**src/rtl/msg_word_sender.sv**
```systemverilog
// msg_word_sender: Avalon-ST packet source fed by an internal word FIFO.
// Ports: clk, rst_n, wr_en/wr_data/full (FIFO push side),
//   cmd_valid/cmd_len/cmd_ready (packet command), busy,
//   msg_out (avalon_st_if.master), cntr (words sent in packet).
// Optional: define MSG_WORD_SENDER_PKT_CNT_EN to add pkt_cnt[15:0].

package aes_top_pack;
    localparam int WORD_COUNTER_SIZE = 16;
endpackage

interface avalon_st_if #(
    parameter int DATA_W = 128
);
    logic              valid;
    logic              ready;
    logic              sop;
    logic              eop;
    logic [DATA_W-1:0] data;

    modport master (
        output valid, data, sop, eop,
        input  ready
    );
    modport slave (
        input  valid, data, sop, eop,
        output ready
    );
endinterface

module msg_word_sender
    import aes_top_pack::*;
#(
    parameter int DATA_W     = 128,
    parameter int LEN_W      = WORD_COUNTER_SIZE,
    parameter int FIFO_DEPTH = 16
) (
    input  logic              clk,
    input  logic              rst_n,
    input  logic              wr_en,
    input  logic [DATA_W-1:0] wr_data,
    output logic              full,
    input  logic              cmd_valid,
    input  logic [LEN_W-1:0]  cmd_len,
    output logic              cmd_ready,
    output logic              busy,
    avalon_st_if.master       msg_out,
`ifdef MSG_WORD_SENDER_PKT_CNT_EN
    output logic [15:0]       pkt_cnt,
`endif
    output logic [LEN_W-1:0]  cntr
);

    localparam int AW = $clog2(FIFO_DEPTH);

    typedef enum logic [1:0] {
        IDLE,
        SEND,
        LAST
    } state_t;

    state_t state_q;
    state_t state_d;

    logic [DATA_W-1:0] mem [FIFO_DEPTH];
    logic [AW:0]       wptr;
    logic [AW:0]       rptr;
    logic [AW:0]       count;
    logic              empty;
    logic              push;
    logic              load;
    logic              hs;

    logic              valid_q;
    logic              sop_q;
    logic              eop_q;
    logic [DATA_W-1:0] data_q;
    logic [LEN_W-1:0]  rem_q;
    logic              first_q;

    // Pointers carry one extra bit so full and empty are distinguishable.
    assign count = wptr - rptr;
    assign empty = (count == '0);
    assign full  = (count == (AW+1)'(FIFO_DEPTH));
    assign push  = wr_en && !full;
    assign hs    = valid_q && msg_out.ready;
    assign busy  = (state_q != IDLE);

    assign msg_out.valid = valid_q;
    assign msg_out.sop   = sop_q;
    assign msg_out.eop   = eop_q;
    assign msg_out.data  = data_q;

    always_ff @(posedge clk) begin
        if (push) begin
            mem[wptr[AW-1:0]] <= wr_data;
        end
    end

    always_ff @(posedge clk or negedge rst_n) begin
        if (!rst_n) begin
            wptr <= '0;
            rptr <= '0;
        end else begin
            if (push) begin
                wptr <= wptr + 1'b1;
            end
            if (load) begin
                rptr <= rptr + 1'b1;
            end
        end
    end

    always_comb begin
        state_d   = state_q;
        cmd_ready = 1'b0;
        load      = 1'b0;
        unique case (state_q)
            IDLE: begin
                cmd_ready = 1'b1;
                if (cmd_valid && cmd_len != '0) begin
                    state_d = SEND;
                end
            end
            SEND: begin
                // Refill only when the output slot is free or draining.
                load = (!valid_q || msg_out.ready) && !empty;
                if (load && rem_q == LEN_W'(1)) begin
                    state_d = LAST;
                end
            end
            LAST: begin
                if (hs) begin
                    state_d = IDLE;
                end
            end
            default: state_d = IDLE;
        endcase
    end

    always_ff @(posedge clk or negedge rst_n) begin
        if (!rst_n) begin
            state_q <= IDLE;
            valid_q <= 1'b0;
            sop_q   <= 1'b0;
            eop_q   <= 1'b0;
            data_q  <= '0;
            rem_q   <= '0;
            first_q <= 1'b0;
            cntr    <= '0;
        end else begin
            state_q <= state_d;
            if (cmd_ready && cmd_valid && cmd_len != '0) begin
                rem_q   <= cmd_len;
                first_q <= 1'b1;
            end
            if (load) begin
                valid_q <= 1'b1;
                data_q  <= mem[rptr[AW-1:0]];
                sop_q   <= first_q;
                eop_q   <= (rem_q == LEN_W'(1));
                first_q <= 1'b0;
                rem_q   <= rem_q - 1'b1;
            end else if (hs) begin
                valid_q <= 1'b0;
            end
            if (hs) begin
                cntr <= sop_q ? LEN_W'(1) : cntr + 1'b1;
            end
        end
    end

`ifdef MSG_WORD_SENDER_PKT_CNT_EN
    always_ff @(posedge clk or negedge rst_n) begin
        if (!rst_n) begin
            pkt_cnt <= '0;
        end else if (hs && eop_q) begin
            pkt_cnt <= pkt_cnt + 1'b1;
        end
    end
`endif

endmodule

```
**src/flat_wrapper.sv**
```systemverilog
// flat-port wrapper written by rule: the top's interface ports become plain ports
module msg_word_sender_flat import aes_top_pack::*;
#(
    parameter int DATA_W     = 128,
    parameter int LEN_W      = WORD_COUNTER_SIZE,
    parameter int FIFO_DEPTH = 16
)
  (clk, rst_n, wr_en, wr_data, full, cmd_valid, cmd_len, cmd_ready, busy, cntr, msg_out_valid, msg_out_data, msg_out_sop, msg_out_eop, msg_out_ready);
  avalon_st_if #(.DATA_W(DATA_W)) msg_out_i ();
  input  logic clk;
  input  logic rst_n;
  input  logic wr_en;
  input  logic [DATA_W-1:0] wr_data;
  output logic full;
  input  logic cmd_valid;
  input  logic [LEN_W-1:0] cmd_len;
  output logic cmd_ready;
  output logic busy;
  output logic [LEN_W-1:0] cntr;
  output wire logic [$bits(msg_out_i.valid)-1:0] msg_out_valid;
  output wire logic [$bits(msg_out_i.data)-1:0] msg_out_data;
  output wire logic [$bits(msg_out_i.sop)-1:0] msg_out_sop;
  output wire logic [$bits(msg_out_i.eop)-1:0] msg_out_eop;
  input wire logic [$bits(msg_out_i.ready)-1:0] msg_out_ready;
  assign msg_out_valid = msg_out_i.valid;
  assign msg_out_data = msg_out_i.data;
  assign msg_out_sop = msg_out_i.sop;
  assign msg_out_eop = msg_out_i.eop;
  assign msg_out_i.ready = msg_out_ready;
  msg_word_sender #(.DATA_W(DATA_W), .LEN_W(LEN_W), .FIFO_DEPTH(FIFO_DEPTH)) u_core (.clk(clk), .rst_n(rst_n), .wr_en(wr_en), .wr_data(wr_data), .full(full), .cmd_valid(cmd_valid), .cmd_len(cmd_len), .cmd_ready(cmd_ready), .busy(busy), .msg_out(msg_out_i), .cntr(cntr));
endmodule
```
**config.mk**
```make
export PLATFORM = sky130hd
export DESIGN_NAME = msg_word_sender_flat
export DESIGN_NICKNAME = d
export VERILOG_FILES = /design/src/rtl/msg_word_sender.sv /design/src/flat_wrapper.sv
export SDC_FILE = /design/constraint.sdc
export NUM_CORES = 2
export LEC_CHECK = 0
export CAP_MARGIN = 20
export CORE_UTILIZATION = 44
export DETAILED_ROUTE_END_ITERATION = 6
export GPL_ROUTABILITY_DRIVEN = 0
export GPL_TIMING_DRIVEN = 0
export PLACE_DENSITY = 0.71
export SETUP_SLACK_MARGIN = 0.5
export SKIP_CTS_REPAIR_TIMING = 1
export SYNTH_ARGS = -nofsm -noshare
export SYNTH_HDL_FRONTEND = slang
export SYNTH_SLANG_ARGS = --single-unit
export TNS_END_PERCENT = 10
```
**constraint.sdc**
```tcl
create_clock -name clk -period 11.8 [get_ports clk]
set_clock_uncertainty 0.2 [all_clocks]
set_input_delay 2.36 -clock clk [delete_from_list [all_inputs] [get_ports clk]]
set_output_delay 2.36 -clock clk [all_outputs]
set_load 0.02 [all_outputs]
```
==> results.yml <==
power:
  p_per_area_nw_per_um2: 175.7
  p_leak_nw: 32.93
  irDropWorstVdd_mv: 0.1251
timing:
  tightest_slew_ns: 1.122
  maxSlewHeadroom_pct: 25.19
  period_minus_slack_ns: 7.503
  final-hold-violation-count: 0
  timing.fmax_ghz: 0.1333
  drv_slew: 0
  finalCritPeriodShare_pct: 63.59
  rsz0062_at_grt: "false"
  finalSetupViolCount: 0
  whs_ns: 0.2736
setup_path:
  critPathSlowestCell: "buf_1"
  crit_fanout: 10
  crit_path_end_kind: "primary output"
  slowest_delay_ns: 0.67
  cp.required_ns: 9.24
  setup.worst_path.start_class: "register"
  rr_worst_depth: 18
  path_class: "register to primary output"
  cpMostUsedCell: "buf_2"
  r2r_slack_ns: 4.92
  crit_chain: "buf_2, buf_2, buf_1, inv_1, ha_1, nor2b_1, o211a_1, or3_1, and3_1, clkdlybuf4s50_1"
  r2r-end: "u_core.mem[13][93]$_DFFE_PP_"
  crit_family: "buffers and inverters"
  crit_buf_inv: 5
  worst_ep_arrival_time_ns: 4.94
  rr_startpoint: "u_core.rptr[1]$_DFFE_PN0P_"
logic_synthesis:
  ys_seq_elements: 2224
  yosysSeqAreaShare_pct: 78.19
  netlist_instances: 3681
  synth_ff_type: "edfxtp_1"
  ys_async_sr_fraction_pct: 7.914
  synth_nets: 3842
  synth-edff-count: 2048
  avgSynthCellArea_um2: 22.90
  ys_warn_count: 0
  syn_area_um2: 84290
  ys_types: 54
drt:
  wl_per_cell_um: 29.93
  drc: 0
  drtIter0Drc: 5188
  routed_via_density: 5.842
  vias: 41404
  antenna_left: 0
  dr.pass1.iters: 5
  wl_mm: 212.1
place:
  portBuffers: 298
  placed_area_um2: 92970
  dp_hpwl_mm: 133.4
worst_hold_path:
  min_from: "u_core.msg_out.data[92]$_DFFE_PN0P_"
  hold_path_depth: 2
  worstHoldPathType: "register to register"
  hold_end: "u_core.msg_out.data[92]$_DFFE_PN0P_"
cts:
  cts_root_buffer: "clkbuf_16"
  cts.clk_slew.worst_paths_ns: 0.06
  htree_num_levels: 4
  cts_tree: "built"
  clock_path_buffers: 3
  cts_buffers: 212
  cts.sinks: 2224
  clk-insertion-delay-late_ns: 0.87
die:
  start_util_pct: 44.32
  die_h_um: 439.7
  rows: 160
  core-area_um2: 190200
  dieArea_um2: 193300
  die_w_um: 439.7
  pin_count: 299
global_route:
  grt_max_degree: 85
  grt_pass1_wl_mm: 300.8
  antenna_found_initial: 38
  grt_overflow: 0
  grt_pass1_vias: 41598
  grt_use_total_pct: 21.96
outcome:
  outcome: "complete, no violations"
layout:
  drive_gt1_share_pct: 26.95
  area_growth_pct: 18.78
  fin_nets: 4535
  final_cell_area_um2: 100100
run:
  maxCapViolCount: 0
-- how the worst max path moves through the flow --
| stage | end | from | cells after the start |
|---|---|---|---|
| 3_3_place_gp | u_core.mem[6][36]$_DFFE_PP_ | u_core.rptr[1]$_DFFE_PN0P_ | 11 |
| 3_5_place_dp | u_core.mem[13][102]$_DFFE_PP_ | u_core.rptr[1]$_DFFE_PN0P_ | 18 |
| 5_1_grt | full | u_core.rptr[1]$_DFFE_PN0P_ | 10 |
| 6_report | full | u_core.rptr[1]$_DFFE_PN0P_ | 10 |
| 4_1_cts | full | u_core.rptr[1]$_DFFE_PN0P_ | 10 |
| 2_1_floorplan | u_core.mem[12][0]$_DFFE_PP_ | wr_en | 4 |
-- layout make-up --
| cell class | count | area (um^2) |
|---|---|---|
| fill | 14256 | 90060 |
| sequential | 2224 | 65900 |
| timing repair buffer | 479 | 5538 |
| tap | 2511 | 3142 |
| antenna | 20 | 50.05 |
| clock buffer | 284 | 5685 |
| buffer | 181 | 968.4 |
| clock inverter | 112 | 1335 |
| multi-input combinational | 1259 | 17430 |
| inverter | 17 | 63.81 |
-- Yosys cell counts (2+ instances only) --
| master | count | area [um^2] |
|---|---|---|
| and3_1 | 6 | 37.54 |
| nor3_1 | 20 | 100.1 |
| mux4_2 | 640 | 14410 |
| o21ai_0 | 6 | 30.03 |
| nand2_1 | 417 | 1565 |
| edfxtp_1 | 2048 | 61500 |
| and2_1 | 6 | 37.54 |
| buf_4 | 31 | 232.7 |
| o211a_1 | 2 | 20.02 |
| nor4_1 | 7 | 43.79 |
| xor2_1 | 10 | 87.58 |
| buf_6 | 18 | 202.7 |
| a21boi_1 | 2 | 15.01 |
| nor2b_1 | 2 | 12.51 |
| nand3_1 | 16 | 80.08 |
| clkbuf_1 | 67 | 251.5 |
| o21ai_1 | 5 | 25.02 |
| nand2b_1 | 5 | 31.28 |
| o311ai_0 | 4 | 35.03 |
| o211ai_1 | 9 | 67.56 |
| a31oi_1 | 2 | 12.51 |
| xnor2_1 | 11 | 96.34 |
| inv_1 | 17 | 63.81 |
| or4_1 | 2 | 15.01 |
| nand3b_1 | 2 | 15.01 |
| or3_1 | 7 | 43.79 |
| buf_2 | 29 | 145.1 |
| dfrtp_1 | 176 | 4404 |
| or2_1 | 2 | 12.51 |
| o311ai_1 | 3 | 26.28 |
| nor2_1 | 25 | 93.84 |
| a21o_1 | 2 | 15.01 |
| ha_1 | 12 | 150.1 |
| o32ai_1 | 2 | 17.52 |
| nand4_1 | 9 | 56.30 |
| buf_1 | 36 | 135.1 |
| a21oi_1 | 6 | 30.03 |
-- stage by stage --
step           setup TNS (ns)  util (%)  worst slack (ns)  cells  power [mW]
2_1_floorplan         -643.76         -           -0.7188   3681       10.25
3_3_place_gp                -     47.54            -13.96   6490       11.01
3_5_place_dp                0     48.88             5.051   6665       10.92
4_1_cts                     0     52.57             4.186   7061       17.69
5_1_grt                     0     52.64             4.150   7083       18.06
6_report                    0     52.64             4.297   7087       17.59
-- routing by layer --
metal	track usage (%)	routed length [um]
met1	29.62	81590
met2	35.76	106100
met3	4.019	17330
met4	8.255	6961
met5	0	112
-- layout by cell type, fill, tap and decap left out, types with 6 or more instances in the layout --
| cell | count |
|---|---|
| buf_6 | 128 |
| buf_8 | 19 |
| inv_6 | 8 |
| buf_4 | 41 |
| a21oi_1 | 6 |
| clkinv_1 | 30 |
| nor4_1 | 7 |
| bufinv_16 | 20 |
| edfxtp_1 | 2048 |
| clkbuf_16 | 212 |
| clkdlybuf4s50_1 | 297 |
| clkinv_2 | 32 |
| inv_1 | 17 |
| o211ai_1 | 9 |
| clkinv_16 | 8 |
| xor2_1 | 10 |
| ha_1 | 12 |
| xnor2_1 | 11 |
| clkinvlp_4 | 6 |
| nor3_2 | 8 |
| buf_12 | 29 |
| buf_16 | 14 |
| clkbuf_1 | 127 |
| clkbuf_8 | 11 |
| nor2_1 | 21 |
| mux4_2 | 640 |
| or3_1 | 7 |
| and3_1 | 6 |
| buf_2 | 29 |
| nand3_1 | 16 |
| o21ai_0 | 6 |
| nand4_1 | 9 |
| nor3_1 | 13 |
| diode_2 | 20 |
| dfrtp_1 | 176 |
| nand2_1 | 417 |
| buf_1 | 36 |
-- worst reg2reg max path: stages, from the launching register on --
cell	delay, ns
dfrtp_1	0.35
buf_2	0.39
buf_2	0.57
buf_1	0.69
inv_1	0.19
ha_1	0.36
nor2b_1	0.15
o211a_1	0.21
or3_1	0.34
a31oi_2	0.49
nand2_1	0.36
nor3_2	0.84
buf_6	0.26
buf_6	0.17
buf_6	0.16
buf_6	0.19
buf_4	0.25
buf_6	0.20
buf_6	0.19
-- logic make-up after synthesis --
kind of cell               count (synthesis)  synth area share [%]
buffers and inverters                    198                 1.223
AOI/OAI and AO/OA                         53                0.4750
muxes                                    642                 17.13
DFF                                     2224                 78.19
adders and majority gates                 12                0.1781
and+or+nand+nor                          531                 2.595
xor gates and xnor gates                  21                0.2182
-- power by group --
group / switching, mW / internal, mW
clock: 2.97 / 3.85
sequential: 0.136 / 9.32
combinational: 0.856 / 0.449
total: 3.97 / 13.6
-- flip-flops by register name, indices dropped and copies added, names as in the netlist --
| signal | cells |
|---|---|
| u_core.msg_out.sop | 1 |
| u_core.msg_out.valid | 1 |
| u_core.wptr | 5 |
| u_core.rptr | 5 |
| u_core.rem_q | 16 |
| u_core.cntr | 16 |
| u_core.mem | 2048 |
| u_core.first_q | 1 |
| u_core.msg_out.eop | 1 |
| u_core.msg_out.data | 128 |
| u_core.state_q | 2 |
(Power assumes the default switching activity.)
